## src/rtl/wb_async_mem_ctrl.sv

```systemverilog
// Bridge from an asynchronous SRAM-style master to a Wishbone classic master.
// Each master access becomes one Wishbone cycle, and mem_wait_n stalls the pins until it ends.
module wb_async_mem_ctrl #(
  parameter int DW          = 32,
  parameter int AW          = 32,
  parameter int SW          = DW / 8,
  parameter int SYNC_STAGES = 2,
  parameter int TIMEOUT     = 256,
  parameter int RETRY_MAX   = 3
) (
  input  logic          wb_clk_i,
  input  logic          wb_rst_i,
  input  logic          mem_cs_n,
  input  logic          mem_oe_n,
  input  logic          mem_we_n,
  input  logic [SW-1:0] mem_bls_n,
  input  logic [AW-1:0] mem_a,
  input  logic [DW-1:0] mem_d_i,
  output logic [DW-1:0] mem_d_o,
  output logic          mem_d_oe,
  output logic          mem_wait_n,
  output logic          wb_cyc_o,
  output logic          wb_stb_o,
  output logic          wb_we_o,
  output logic [SW-1:0] wb_sel_o,
  output logic [AW-1:0] wb_adr_o,
  output logic [DW-1:0] wb_dat_o,
  input  logic [DW-1:0] wb_dat_i,
  input  logic          wb_ack_i,
  input  logic          wb_err_i,
  input  logic          wb_rty_i,
  output logic          err_o,
  output logic [2:0]    err_code_o,
  input  logic          err_clr_i,
  output logic [2:0]    dbg_state
);

  localparam int TW = $clog2(TIMEOUT);
  localparam int RW = $clog2(RETRY_MAX + 2);

  typedef enum logic [2:0] {
    ST_IDLE  = 3'd0,
    ST_WR    = 3'd1,
    ST_RD    = 3'd2,
    ST_RETRY = 3'd3,
    ST_HOLD  = 3'd4,
    ST_ERROR = 3'd5
  } state_e;

  state_e               state_q;
  logic [SYNC_STAGES-1:0] cs_sync_q, oe_sync_q, we_sync_q;
  logic                 is_rd_q;
  logic [AW-1:0]        adr_q;
  logic [SW-1:0]        sel_q;
  logic [DW-1:0]        dat_q;
  logic [DW-1:0]        rdata_q;
  logic [TW-1:0]        tmo_q;
  logic [RW-1:0]        retry_q;
  logic                 err_q;
  logic [2:0]           code_q;

  logic cs_s, oe_s, we_s;
  logic busy, abort, tmo_hit, retry_out, busy_fail;

  assign cs_s = cs_sync_q[SYNC_STAGES-1];
  assign oe_s = oe_sync_q[SYNC_STAGES-1];
  assign we_s = we_sync_q[SYNC_STAGES-1];

  assign busy      = (state_q == ST_WR) || (state_q == ST_RD);
  assign abort     = cs_s || (is_rd_q ? oe_s : we_s);
  assign tmo_hit   = (tmo_q == TW'(TIMEOUT - 1));
  assign retry_out = (retry_q == RW'(RETRY_MAX));
  // Any busy-cycle outcome that lands in ERROR; reads then return all-ones.
  assign busy_fail = !wb_ack_i &&
                     (wb_err_i || (wb_rty_i ? retry_out : (abort || tmo_hit)));

  always_ff @(posedge wb_clk_i or posedge wb_rst_i) begin
    if (wb_rst_i) begin
      cs_sync_q <= '1;
      oe_sync_q <= '1;
      we_sync_q <= '1;
    end else begin
      cs_sync_q <= {cs_sync_q[SYNC_STAGES-2:0], mem_cs_n};
      oe_sync_q <= {oe_sync_q[SYNC_STAGES-2:0], mem_oe_n};
      we_sync_q <= {we_sync_q[SYNC_STAGES-2:0], mem_we_n};
    end
  end

  always_ff @(posedge wb_clk_i or posedge wb_rst_i) begin
    if (wb_rst_i) begin
      state_q <= ST_IDLE;
      is_rd_q <= 1'b0;
      adr_q   <= '0;
      sel_q   <= '0;
      dat_q   <= '0;
      rdata_q <= '0;
      tmo_q   <= '0;
      retry_q <= '0;
      err_q   <= 1'b0;
      code_q  <= 3'd0;
    end else begin
      // A new error entry below overrides this clear in the same cycle.
      if (err_clr_i) begin
        err_q  <= 1'b0;
        code_q <= 3'd0;
      end
      case (state_q)
        ST_IDLE: begin
          tmo_q   <= '0;
          retry_q <= '0;
          if (!cs_s && !oe_s && !we_s) begin
            state_q <= ST_ERROR;
            is_rd_q <= 1'b0;
            err_q   <= 1'b1;
            code_q  <= 3'd1;
          end else if (!cs_s && !we_s) begin
            state_q <= ST_WR;
            is_rd_q <= 1'b0;
            adr_q   <= mem_a;
            dat_q   <= mem_d_i;
            sel_q   <= ~mem_bls_n;
          end else if (!cs_s && !oe_s) begin
            state_q <= ST_RD;
            is_rd_q <= 1'b1;
            adr_q   <= mem_a;
            sel_q   <= ~mem_bls_n;
          end
        end
        ST_WR, ST_RD: begin
          if (busy_fail && is_rd_q) rdata_q <= '1;
          if (wb_ack_i) begin
            state_q <= ST_HOLD;
            if (is_rd_q) rdata_q <= wb_dat_i;
          end else if (wb_err_i) begin
            state_q <= ST_ERROR;
            err_q   <= 1'b1;
            code_q  <= 3'd2;
          end else if (wb_rty_i) begin
            if (retry_out) begin
              state_q <= ST_ERROR;
              err_q   <= 1'b1;
              code_q  <= 3'd3;
            end else begin
              state_q <= ST_RETRY;
              retry_q <= retry_q + RW'(1);
            end
          end else if (abort) begin
            state_q <= ST_ERROR;
            err_q   <= 1'b1;
            code_q  <= 3'd4;
          end else if (tmo_hit) begin
            state_q <= ST_ERROR;
            err_q   <= 1'b1;
            code_q  <= 3'd5;
          end else begin
            tmo_q <= tmo_q + TW'(1);
          end
        end
        ST_RETRY: begin
          tmo_q   <= '0;
          state_q <= is_rd_q ? ST_RD : ST_WR;
        end
        ST_HOLD: begin
          if (abort) state_q <= ST_IDLE;
        end
        ST_ERROR: begin
          if (cs_s || (oe_s && we_s)) state_q <= ST_IDLE;
        end
        default: state_q <= ST_IDLE;
      endcase
    end
  end

  assign wb_cyc_o   = busy;
  assign wb_stb_o   = busy;
  assign wb_we_o    = (state_q == ST_WR);
  assign wb_sel_o   = sel_q;
  assign wb_adr_o   = adr_q;
  assign wb_dat_o   = dat_q;
  assign mem_d_o    = rdata_q;
  assign mem_wait_n = !(busy || (state_q == ST_RETRY));
  assign mem_d_oe   = is_rd_q && ((state_q == ST_HOLD) || (state_q == ST_ERROR)) &&
                      !cs_s && !oe_s;
  assign err_o      = err_q;
  assign err_code_o = code_q;
  assign dbg_state  = state_q;

endmodule

```

## config.mk

```make
export PLATFORM = sky130hd
export DESIGN_NAME = wb_async_mem_ctrl
export DESIGN_NICKNAME = d
export VERILOG_FILES = /design/src/rtl/wb_async_mem_ctrl.sv
export SDC_FILE = /design/constraint.sdc
export NUM_CORES = 1
export LEC_CHECK = 0
export CAP_MARGIN = 20
export CORE_MARGIN = 10
export CORE_UTILIZATION = 30
export DETAILED_ROUTE_END_ITERATION = 8
export GPL_TIMING_DRIVEN = 0
export SLEW_MARGIN = 20
export SYNTH_ARGS = -nofsm -noshare
export SYNTH_HDL_FRONTEND = slang
export SYNTH_SLANG_ARGS = --single-unit
```

## constraint.sdc

```tcl
create_clock -name wb_clk_i -period 4 [get_ports wb_clk_i]
set_input_delay 0.4 -clock wb_clk_i [delete_from_list [all_inputs] [get_ports wb_clk_i]]
set_output_delay 0.4 -clock wb_clk_i [all_outputs]
set_load 0.01 [all_outputs]
```

Yosys cells after proc, flatten, opt, wreduce, memory -nomap -nowiden. Cells that the tools add are included.

$add $sub $neg: 2. Multiplexer cells: 54. Bitwise operators: 2. Equality and inequality tests: 18. Reductions and logical operators: 34.

Operator list (number): $mux 32 (5); $mux 3 (23); $mux 8 (5); $ne 2x2->1 const B (9); $pmux 8 s2 (1); $pmux 3 s5 (1); $mux 1 (13); $pmux 3 s2 (2); $eq 3x2->1 const B (3); $logic_and 1x1->1 (9); $add 8x1->8 const B (1); $eq 8x8->1 const B (1); $mux 4 (2); $logic_or 1x1->1 (7); $eq 3x3->1 const B (2); $ne 6x6->1 const B (1); $reduce_and 3->1 (2); $reduce_and 6->1 (1); $reduce_bool 2->1 (3); $logic_not 1->1 (5); $reduce_and 5->1 (1); $ne 4x4->1 const B (1); $not 4->4 (1); $reduce_and 4->1 (1); other kinds (9) (10).

Input bits: 109. Register bits: 125. Logic and storage cells: 123. Output and inout bits: 112.

Longest topological paths before layout.
Depth in word-level cells: 10. Depth in mapped cells: 7. Gate-level depth less buffers: 6.

Least setup slack after synthesis. Ideal clock, no wire load.

Path type: flip-flop to flip-flop. Start point: reg state_q[0] (netlist: dbg_state[0]). End point: reg dat_q[0] (netlist: wb_dat_o[0]). Arrival time: 1.774 ns. Setup time: 0.125 ns. Buffers on the path: 2. Required time: 3.875 ns. Slack: 2.101 ns. Stages on the path, launching flop included: 7. Period minus slack after synthesis: 1.899 ns. Path through: dfrtp_1 > buf_4 > or4_4 > nor2_4 > nand2_4 > buf_6 > mux2_4.

Word-level cells in the longest chain between the ends: 2.

RTL lines: start: declaration (line 50) `state_e state_q;`; start signal: assignment (line 161) `state_q <= is_rd_q ? ST_RD : ST_WR;`; $logic_not 3->1 (line 107) `case (state_q)`; $reduce_and 3->1 (no line); end signal: assignment (line 120) `dat_q <= mem_d_i;`; end: declaration (line 55) `logic [DW-1:0] dat_q;`.

No other way between the ends. A chain may end at the register's enable or synchronous reset.

Worst setup path after layout.
Start point: reg state_q[2] (netlist: dbg_state[2]). End point: out wb_we_o.

Word-level cells in the longest chain between the ends: 1.

RTL lines: $eq 3x1->1 (line 176) `assign wb_we_o = (state_q == ST_WR);`; end: declaration (line 24) `output logic wb_we_o,`.

No other way between the ends.

==> impl_metrics.toml <==
[drt]
remaining_drc_errors = 0
wl_met2_mm = 7.74
met3_wirelength_from_detailed_routing_mm = 1.76
route.antenna.remaining_nets = 0
top_signal_layer_used = "met5"
post_drt_wl_per_cell_um = 18.1
via_count = 4384
drtIter0Drc = 240
drt_pass1_iterations = 4
drt-met1-wl_mm = 6.94
viasPerCell = 4.73
totalWireLength_mm = 16.8

[yosys]
yosysUniqueCellTypes = 51
synthesis.area_um2 = 5350
postSynthCellCount = 449
yosysTopAreaCellShare_pct = 55.6
yosys_warnings = 0
synth_ff_type = "dfrtp_1"
ys_ff_latch = 125
yosysTopAreaCell = "dfrtp_1"
ys_top_cells_by_count = "dfrtp_1, nand2_1, nand3_1, mux2_2, mux2_4"
postSynthNetCount = 561
synth_edf_count = 0
asyncSetResetFlopFracSynth_pct = 100
syn_area_per_cell_um2 = 11.9
yosys.cell_count.top_type = "dfrtp_1"
yosysSeqAreaShare_pct = 58.6
ys_top_cells_by_area = "dfrtp_1, mux2_4, mux2_2, nand2_1, nand3_1"

[placed_design]
detailedPlacementHpwl_mm = 12.7
gpl_congestion = 0.837
pre_cts_ws_ns = 1.54
dpl_cell_area_um2 = 7860
port-buffer-count = 219

[cts]
numCtsBuffers = 17
cts_max_level = 4
clock_path_buffers = 2
clk-insertion-delay-late_ns = 0.41
cts_tree = "built"
cts_hold_buffers = 0
cts_setup_buffers = 0
clk_pin_slew_ns = 0.06
cts.repair.resized = 0
cts.root.buffer_cell = "clkbuf_16"
clk_sinks = 125

[timing]
rsz0062_at_grt = "false"
max_clock_freq_mhz = 365
setup_ws_ns = 1.26
timing.slew.headroom_pct = 53.5
measured_slew_at_the_worst_slew_check_pin_ns = 0.696
part_of_the_cycle_the_worst_path_needs_pct = 68.4
report.final.slew_viol_count = 0
timing.setup.tns_ns = 0
fin_worst_skew_ns = 0.00802
final_period_minus_worst_setup_slack_ns = 2.74
setup_violations = 0
final_count_of_hold_timing_violations = 0

[floorplanning]
overall_die_area_um2 = 23600
chipHeight_um = 154
i_o_pin_count = 221
floorplan.die.width_um = 154
core_area_um2 = 17400
initial_core_utilization_pct = 30.7
num_rows = 48

[final_layout]
postLayoutCoreUtil_pct = 48.5
nets = 800
postLayoutCellArea_um2 = 8440
diodes = 0
synthToLayoutAreaGrowth_pct = 57.7
post_route_cells_drive_above_1_share_pct = 17.7
fill_cells = 1588

[setup_path]
crit_path_max_cell_delay_ns = 0.50
criticalPathCategory = "register to output pin"
worstSetupStartpoint = "dbg_state[2]"
path_max_fanout = 10
critPathLaunchType = "register"
crit_path_top_delay_cell = "clkdlybuf4s50_1"
cp.required_ns = 3.60
critical_path.most_common_cell = "clkbuf_1"
worst_setup_path_end_kind = "output pin"
arrival_ns = 2.34
critical_path_buf_inv_count = 4
critical-path-top-delay-family = "buffers and inverters"
timing.reg2reg.setup_slack_ns = 1.61
r2r-start = "is_rd_q"
cp.depth = 5
worstPathCellList = "buf_6, clkbuf_1, clkbuf_1, nor3_1, clkdlybuf4s50_1"
worst-r2r-cell-count = 6

[global_route]
grt_util_all_layers_pct = 14.1
globalRouteOverflowTotal = 0
grt_first_pass_wirelength_mm = 27.1
number_of_antenna_violations_at_the_first_check_in_global_routing = 1
largest_net_degree_at_the_start_of_global_routing = 99
vias_in_the_first_global_route = 4779

[power_and_ir_drop]
cellPowerDensity_nw_per_um2 = 764
leakage_power_nw = 3.69
power_mw = 6.45
vdd_drop_max_mv = 0.348

[job]
maxCapViolCount = 0

[run_status]
result_of_the_run = "completed"

[hold_path]
holdCritPathClass = "input pin to async pin"
## per-layer routing
| metal | vias to the layer above | GRT usage (%) |
|---|---|---|
| li1 | 2047 | - |
| met1 | 2111 | 16.7 |
| met2 | 199 | 21.7 |
| met3 | 25 | 6.95 |
| met4 | 2 | 4.90 |
| met5 | - | 0 |
## cells by family after synthesis
logic type | count (synthesis) | synth area share (%)
buffers and inverters | 37 | 3.51
adders and majority gates | 3 | 0.702
AOI/OAI and AO/OA | 52 | 6.45
DFF | 125 | 58.6
and+or+nand+nor | 164 | 14.4
muxes | 65 | 15.8
xor gates and xnor gates | 3 | 0.631
## through the flow
step	std cells	hold slack, ns
after floorplan	449	0.345
after global placement	893	0.349
after detailed placement	894	0.350
after CTS	926	0.327
after global routing	926	0.337
final	926	0.348
## layout by cell type (no fill, tap or decap), types with 4 or more instances in the layout
master / instances
a21oi_1: 6
a31o_2: 4
a31oi_1: 4
buf_2: 9
buf_6: 4
clkbuf_1: 15
clkbuf_16: 17
clkdlybuf4s50_1: 219
dfrtp_1: 119
dfstp_2: 6
inv_1: 9
mux2_2: 31
mux2_4: 30
nand2_1: 82
nand3_1: 41
nand4_1: 5
nor2_1: 12
nor3_1: 8
o21ai_0: 18
## cell type report
cell class / count / area, um^2 / share of cell area (%)
buffer: 27 / 150 / 1.78
tap: 225 / 282 / 3.34
multi-input combinational: 287 / 2030 / 24.0
sequential: 125 / 3140 / 37.2
clock buffer: 22 / 464 / 5.50
timing repair buffer: 220 / 2220 / 26.3
inverter: 10 / 45.0 / 0.534
clock inverter: 10 / 115 / 1.36
## final timing paths
path | to
worst min-delay path | wb_dat_o[25]
min in group wb_clk_i | cs_sync_q[1]
worst max register to register | register
worst min register to register | cs_sync_q[1]
max in group asynchronous | cs_sync_q[1]
worst max-delay path | wb_we_o
## where the power goes
| part | internal (mW) | switching, mW | total [mW] |
|---|---|---|---|
| clock | 0.948 | 0.557 | 1.51 |
| combinational | 1.63 | 1.18 | 2.82 |
| sequential | 1.83 | 0.297 | 2.13 |
No activity file was read; power rests on OpenSTA's default activity.
